### src/rtl/vaddr_xlate_unit.sv
// Virtual-to-physical address translator: segment-table match, base subtract,
// alignment/limit checks, one registered response stage with valid/ready.
module vaddr_xlate_seg #(
  parameter int ADDR_W = 32,
  parameter int TAG_W  = 12
) (
  input  logic              en,
  input  logic [TAG_W-1:0]  tag,
  input  logic [ADDR_W-1:0] base,
  input  logic [ADDR_W-1:0] limit,
  input  logic [ADDR_W-1:0] vaddr,
  output logic              hit,
  output logic [ADDR_W-1:0] addr,
  output logic              over
);
  assign hit  = en && (vaddr[ADDR_W-1 -: TAG_W] == tag);
  assign addr = vaddr - base;
  // A zero limit means the segment has no upper bound.
  assign over = (limit != '0) && (addr >= limit);
endmodule

module vaddr_xlate_unit #(
  parameter int ADDR_W        = 32,
  parameter int TAG_W         = 12,
  parameter int NSEG          = 4,
  parameter bit PASS_UNMAPPED = 1'b1,
  localparam int SEG_W        = $clog2(NSEG)
) (
  input  logic              clk,
  input  logic              rst,
  input  logic              req_valid,
  output logic              req_ready,
  input  logic [ADDR_W-1:0] req_vaddr,
  input  logic [1:0]        req_size,
  output logic              rsp_valid,
  input  logic              rsp_ready,
  output logic [ADDR_W-1:0] rsp_addr,
  output logic              rsp_hit,
  output logic [SEG_W-1:0]  rsp_seg,
  output logic              rsp_fault,
  input  logic              cfg_we,
  input  logic [SEG_W-1:0]  cfg_idx,
  input  logic              cfg_en,
  input  logic [TAG_W-1:0]  cfg_tag,
  input  logic [ADDR_W-1:0] cfg_base,
  input  logic [ADDR_W-1:0] cfg_limit,
  input  logic              cnt_clr,
  output logic [15:0]       fault_cnt
);
  typedef struct packed {
    logic [ADDR_W-1:0] addr;
    logic              hit;
    logic [SEG_W-1:0]  seg;
    logic              fault;
  } rsp_t;

  logic [NSEG-1:0]             seg_en;
  logic [NSEG-1:0][TAG_W-1:0]  seg_tag;
  logic [NSEG-1:0][ADDR_W-1:0] seg_base, seg_limit;
  logic [NSEG-1:0]             hit_vec, over_vec;
  logic [NSEG-1:0][ADDR_W-1:0] off_vec;
  rsp_t                        nxt, rsp_q;
  logic                        misalign, accept;

  for (genvar g = 0; g < NSEG; g++) begin : g_seg
    vaddr_xlate_seg #(.ADDR_W(ADDR_W), .TAG_W(TAG_W)) u_seg (
      .en(seg_en[g]), .tag(seg_tag[g]), .base(seg_base[g]), .limit(seg_limit[g]),
      .vaddr(req_vaddr), .hit(hit_vec[g]), .addr(off_vec[g]), .over(over_vec[g])
    );
  end

  assign misalign = (req_size == 2'd3) ||
                    (req_size == 2'd1 && req_vaddr[0]) ||
                    (req_size == 2'd2 && req_vaddr[1:0] != 2'b00);

  always_comb begin
    nxt.addr  = req_vaddr;
    nxt.hit   = 1'b0;
    nxt.seg   = '0;
    nxt.fault = !PASS_UNMAPPED;
    // Walk downward so the lowest hitting index is the last writer.
    for (int i = NSEG - 1; i >= 0; i--) begin
      if (hit_vec[i]) begin
        nxt.addr  = off_vec[i];
        nxt.hit   = 1'b1;
        nxt.seg   = SEG_W'(i);
        nxt.fault = over_vec[i];
      end
    end
    nxt.fault = nxt.fault | misalign;
  end

  assign req_ready = !rsp_valid || rsp_ready;
  assign accept    = req_valid && req_ready;

  always_ff @(posedge clk) begin
    if (rst) begin
      for (int i = 0; i < NSEG; i++) begin
        seg_en[i]    <= 1'b0;
        seg_tag[i]   <= '0;
        seg_base[i]  <= '0;
        seg_limit[i] <= '0;
      end
      seg_en[0]   <= 1'b1;
      seg_tag[0]  <= TAG_W'('h004);
      seg_base[0] <= ADDR_W'('h0040_0000);
      seg_en[1]   <= 1'b1;
      seg_tag[1]  <= TAG_W'('h100);
      seg_base[1] <= ADDR_W'('h1001_0000);
    end else if (cfg_we && 32'(cfg_idx) < NSEG) begin
      seg_en[cfg_idx]    <= cfg_en;
      seg_tag[cfg_idx]   <= cfg_tag;
      seg_base[cfg_idx]  <= cfg_base;
      seg_limit[cfg_idx] <= cfg_limit;
    end
  end

  always_ff @(posedge clk) begin
    if (rst) begin
      rsp_valid <= 1'b0;
      rsp_q     <= '0;
    end else if (accept) begin
      rsp_valid <= 1'b1;
      rsp_q     <= nxt;
    end else if (rsp_ready) begin
      rsp_valid <= 1'b0;
    end
  end

  always_ff @(posedge clk) begin
    if (rst || cnt_clr)
      fault_cnt <= '0;
    else if (accept && nxt.fault && fault_cnt != 16'hFFFF)
      fault_cnt <= fault_cnt + 16'd1;
  end

  assign rsp_addr  = rsp_q.addr;
  assign rsp_hit   = rsp_q.hit;
  assign rsp_seg   = rsp_q.seg;
  assign rsp_fault = rsp_q.fault;
endmodule

### config.mk
export PLATFORM = sky130hd
export DESIGN_NAME = vaddr_xlate_unit
export DESIGN_NICKNAME = d
export VERILOG_FILES = /design/src/rtl/vaddr_xlate_unit.sv
export SDC_FILE = /design/constraint.sdc
export NUM_CORES = 1
export LEC_CHECK = 0
export CORE_MARGIN = 2
export CORE_UTILIZATION = 50
export CTS_CLUSTER_SIZE = 30
export DETAILED_ROUTE_END_ITERATION = 16
export PLACE_DENSITY_LB_ADDON = 0.05
export SLEW_MARGIN = 20
export SYNTH_ARGS = -nofsm -noshare
export SYNTH_HDL_FRONTEND = slang
export SYNTH_HIERARCHICAL = 1
export SYNTH_SLANG_ARGS = --single-unit
### constraint.sdc
create_clock -name clk -period 13.65 [get_ports clk]
set_input_delay 1.365 -clock clk [delete_from_list [all_inputs] [get_ports clk]]
set_output_delay 1.365 -clock clk [all_outputs]
set_load 0.005 [all_outputs]
==> flow_summary.yaml <==
global_route:
  grt_usage_pct: 37.1
  grt_pass1_wl_mm: 144
  use_met3_pct: 6.75
  grt_pass1_vias: 23600
  met1_usage_pct: 50.9
  grt-busiest-layer: "met2"
  overflow: 0
  grt_util_met2_pct: 59.7
  antenna_found_initial: 2
  grt_max_degree: 89
power_and_ir_drop:
  switching_share_pct: 33.2
  p_int_mw: 2.08
  power.density_nw_per_um2: 109
  p_leak_nw: 10.2
  combPwrFrac_pct: 26.8
  switching_power_mw: 1.03
  p_seq_share_pct: 36.0
  clock_power_share_pct: 37.2
  peakVddDrop_mv: 0.0873
worst_setup_path:
  path_max_fanout: 31
  startpoint_type: "primary input"
  crit_path_end: "fault_cnt[1]"
  rrSetupSlack_ps: 6840
  rr_endpoint: "fault_cnt[1]"
  crit_buf_inv: 3
  worstSetupPathType: "in2reg"
  crit_chain: "clkdlybuf4s50_1 -> inv_1 -> ha_1 -> inv_1 -> fa_1 -> a21oi_1 -> o21ai_2 -> a41oi_2 -> nor3_2 -> nor4_1 -> o21ai_0 -> xor2_1 -> ha_1 -> a21o_1 -> a21o_1 -> a21oi_1 -> nor2_1 -> a211oi_1 -> o22ai_1 -> a2bb2oi_1 -> a21o_1 -> o21ai_0 -> a21oi_1"
  cp.required_ps: 14130
  cp_top_family: "compound AO/OA/AOI/OAI gates"
  worstPathArrival_ps: 8350
  worstSetupPathDepth: 23
  critPathCaptureType: "flip-flop"
  r2r-start: "seg_base[0]"
  r2r_cells: 21
  crit_path_start: "req_vaddr[0]"
  slowest_delay_ps: 990
  crit_slowest_cell: "nor4_1"
timing:
  hold_viol_final: 0
  fin_crit_ps: 7870
  max_freq_mhz: 127
  setup_viol: 0
  relSlewSlack_pct: 18.0
  skew_ps: 19.6
  fin_setup_tns_ps: 0
  post-route-period-util_pct: 57.7
  tightest_slew_ps: 1220
  rsz0062_at_grt: "no"
  drv_slew: 0
  fin_ws_ps: 5780
place:
  place_area_sq_um: 27100
  io_buffers: 172
  dp_hpwl_mm: 71.6
  numPlacedInstances: 4060
  dpl_worst_slack_ps: 5560
  gp_congestion: 1.04
logic_synthesis:
  syn-num-nets: 3735
  ys_seq_area_share_pct: 29.0
  synth-seq-cells: 361
  yosys_warnings: 6
  synth_top_cell_by_area: "dfxtp_1"
  synth_edf_count: 0
  synth.distinct_cells: 79
  synth_area_sq_um: 24900
  synth_cells: 3359
  synthFlopType: "dfxtp_1"
  synth.area.top_cells: "dfxtp_1 (29%), ha_1 (13%), nand2_1 (12%), a21oi_1 (9.8%), inv_1 (4.3%)"
  async_flop_share_pct: 0
  synth_top_area_share_pct: 29.0
  syn_area_per_cell_sq_um: 7.41
hold_path:
  min_path_type: "reg2reg"
die:
  die_y_microns: 227
  core_sq_um: 49100
  ioPinCount: 173
  num_rows: 81
  die_area_sq_um: 51600
  start_util_pct: 50.7
  fp.dieW_microns: 227
clocking:
  cts_inserted_buffers: 42
  cts.path.max_buffers: 3
  clk_latency_ps: 590
  path_clk_slew_ps: 60
  cts.sinks: 361
  htreeDepth: 2
  root_buffer: "clkbuf_16"
  ctsResizeCount: 0
  cts_tree: "yes"
  cts_setup_buffers: 0
  ctsHoldBuffers: 0
finish:
  drive_gt1_share_pct: 4.21
  fin_area_sq_um: 28500
  stdcell_count: 4138
  fin_nets: 3818
  fin_util_pct: 58.2
  area_growth_pct: 14.6
routing:
  routedWlPerCell_microns: 23.5
  ant_nets: 0
  route.detailed.drc: 0
  via_per_inst: 6.02
  vias: 24900
  dr.pass1.iters: 6
  drt_iter0_drc: 2377
  wirelength_mm: 97.2
run:
  drv_cap: 0
run_status:
  status: "finished, final reports clean"
[cell families after synthesis]
| logic type | share of synthesized area [%] |
|---|---|
| AND/OR/NAND/NOR | 20.0 |
| AO/OA/AOI/OAI | 22.8 |
| adder cells (fa/ha/maj) | 13.0 |
| XOR/XNOR | 5.81 |
| flip-flops | 29.0 |
| buffers and inverters | 6.74 |
| multiplexers | 2.57 |
[sequential cells by signal, summed over array words and instances (netlist names)]
register and count:
seg_base 128, seg_limit 128, seg_tag 48, rsp_addr 32
fault_cnt 16, seg_en 4, rsp_seg 2, rsp_fault 1
rsp_hit 1, rsp_valid 1
[synthesized netlist by cell type, types with 5 or more instances]
master / n
a211o_1: 6
a211oi_1: 17
a21boi_0: 8
a21o_1: 94
a21oi_1: 489
a22o_1: 32
a31oi_1: 11
and3_1: 15
and4_1: 7
buf_1: 17
clkbuf_1: 134
dfxtp_1: 361
ha_1: 253
inv_1: 286
mux2i_1: 64
nand2_1: 786
nand2b_1: 16
nand3_1: 38
nand3b_1: 10
nand4_1: 58
nor2_1: 83
nor2b_1: 19
nor3_1: 33
nor4_1: 46
o211ai_1: 16
o21a_1: 15
o21ai_0: 140
o21ai_1: 5
o21bai_1: 7
o31ai_1: 14
or3_1: 11
or4_1: 11
xnor2_1: 103
xor2_1: 62
[routing by layer]
layer,vias up,wire length [microns],part of all wire [%]
met5,-,0,0
li1,11700,-,-
met3,167,8220,8.5
met4,0,2620,2.7
met1,11900,42700,44
met2,1065,43700,45
[layout make-up]
cell class	instances	area, sq um
fill	4715	20500
clock buffer	56	1190
antenna	2	5.00
tap	664	831
inverter	286	1070
sequential	361	7230
clock inverter	18	200
timing repair buffer	195	1930
multi-input combinational	2556	16100
[worst min-delay path by stage]
stage,start,end,cells after the start
after floorplan,seg_base[100],seg_base[100],2
after global placement,seg_en[3],seg_en[3],2
after detailed placement,seg_base[58],seg_base[58],2
after CTS,seg_base[58],seg_base[58],2
after global routing,seg_en[2],seg_en[2],2
final,seg_en[3],seg_en[3],2
[per-stage QoR]
step | hold slack (ps) | power, mW
6_report | 454 | 3.11
5_1_grt | 475 | 3.24
4_1_cts | 454 | 3.10
3_5_place_dp | 446 | 1.95
3_3_place_gp | 441 | 1.93
2_1_floorplan | 436 | 1.65
[cells in the final DEF, fill, tap and decap left out, drive strengths merged, types with 58 or more instances in the layout]
cell,instances
ha,253
nand2,786
o21ai,148
xor2,62
nand4,58
dfxtp,361
clkdlybuf4s50,171
a21o,94
mux2i,64
xnor2,103
inv,287
nor2,84
a21oi,490
[power groups by stage]
stage	Clock (mW)	Sequential [mW]	Combinational, mW
3_5_place_dp	0	1.14	0.806
5_1_grt	1.21	1.12	0.903
3_3_place_gp	0	1.14	0.793
6_report	1.16	1.12	0.833
4_1_cts	1.17	1.12	0.811
2_1_floorplan	0	1.13	0.515
[worst register-to-register path, stage by stage (launching register included)]
cell,delay (ps)
dfxtp_1,370
ha_1,220
inv_1,70
fa_1,440
a21oi_1,410
o21ai_2,150
a41oi_2,380
nor3_2,130
nor4_1,1000
o21ai_0,270
xor2_1,230
ha_1,200
a21o_1,150
a21o_1,160
a21oi_1,140
nor2_1,60
a211oi_1,470
o22ai_1,160
a2bb2oi_1,490
a21o_1,760
o21ai_0,250
a21oi_1,220
(Power assumes the default switching activity.)
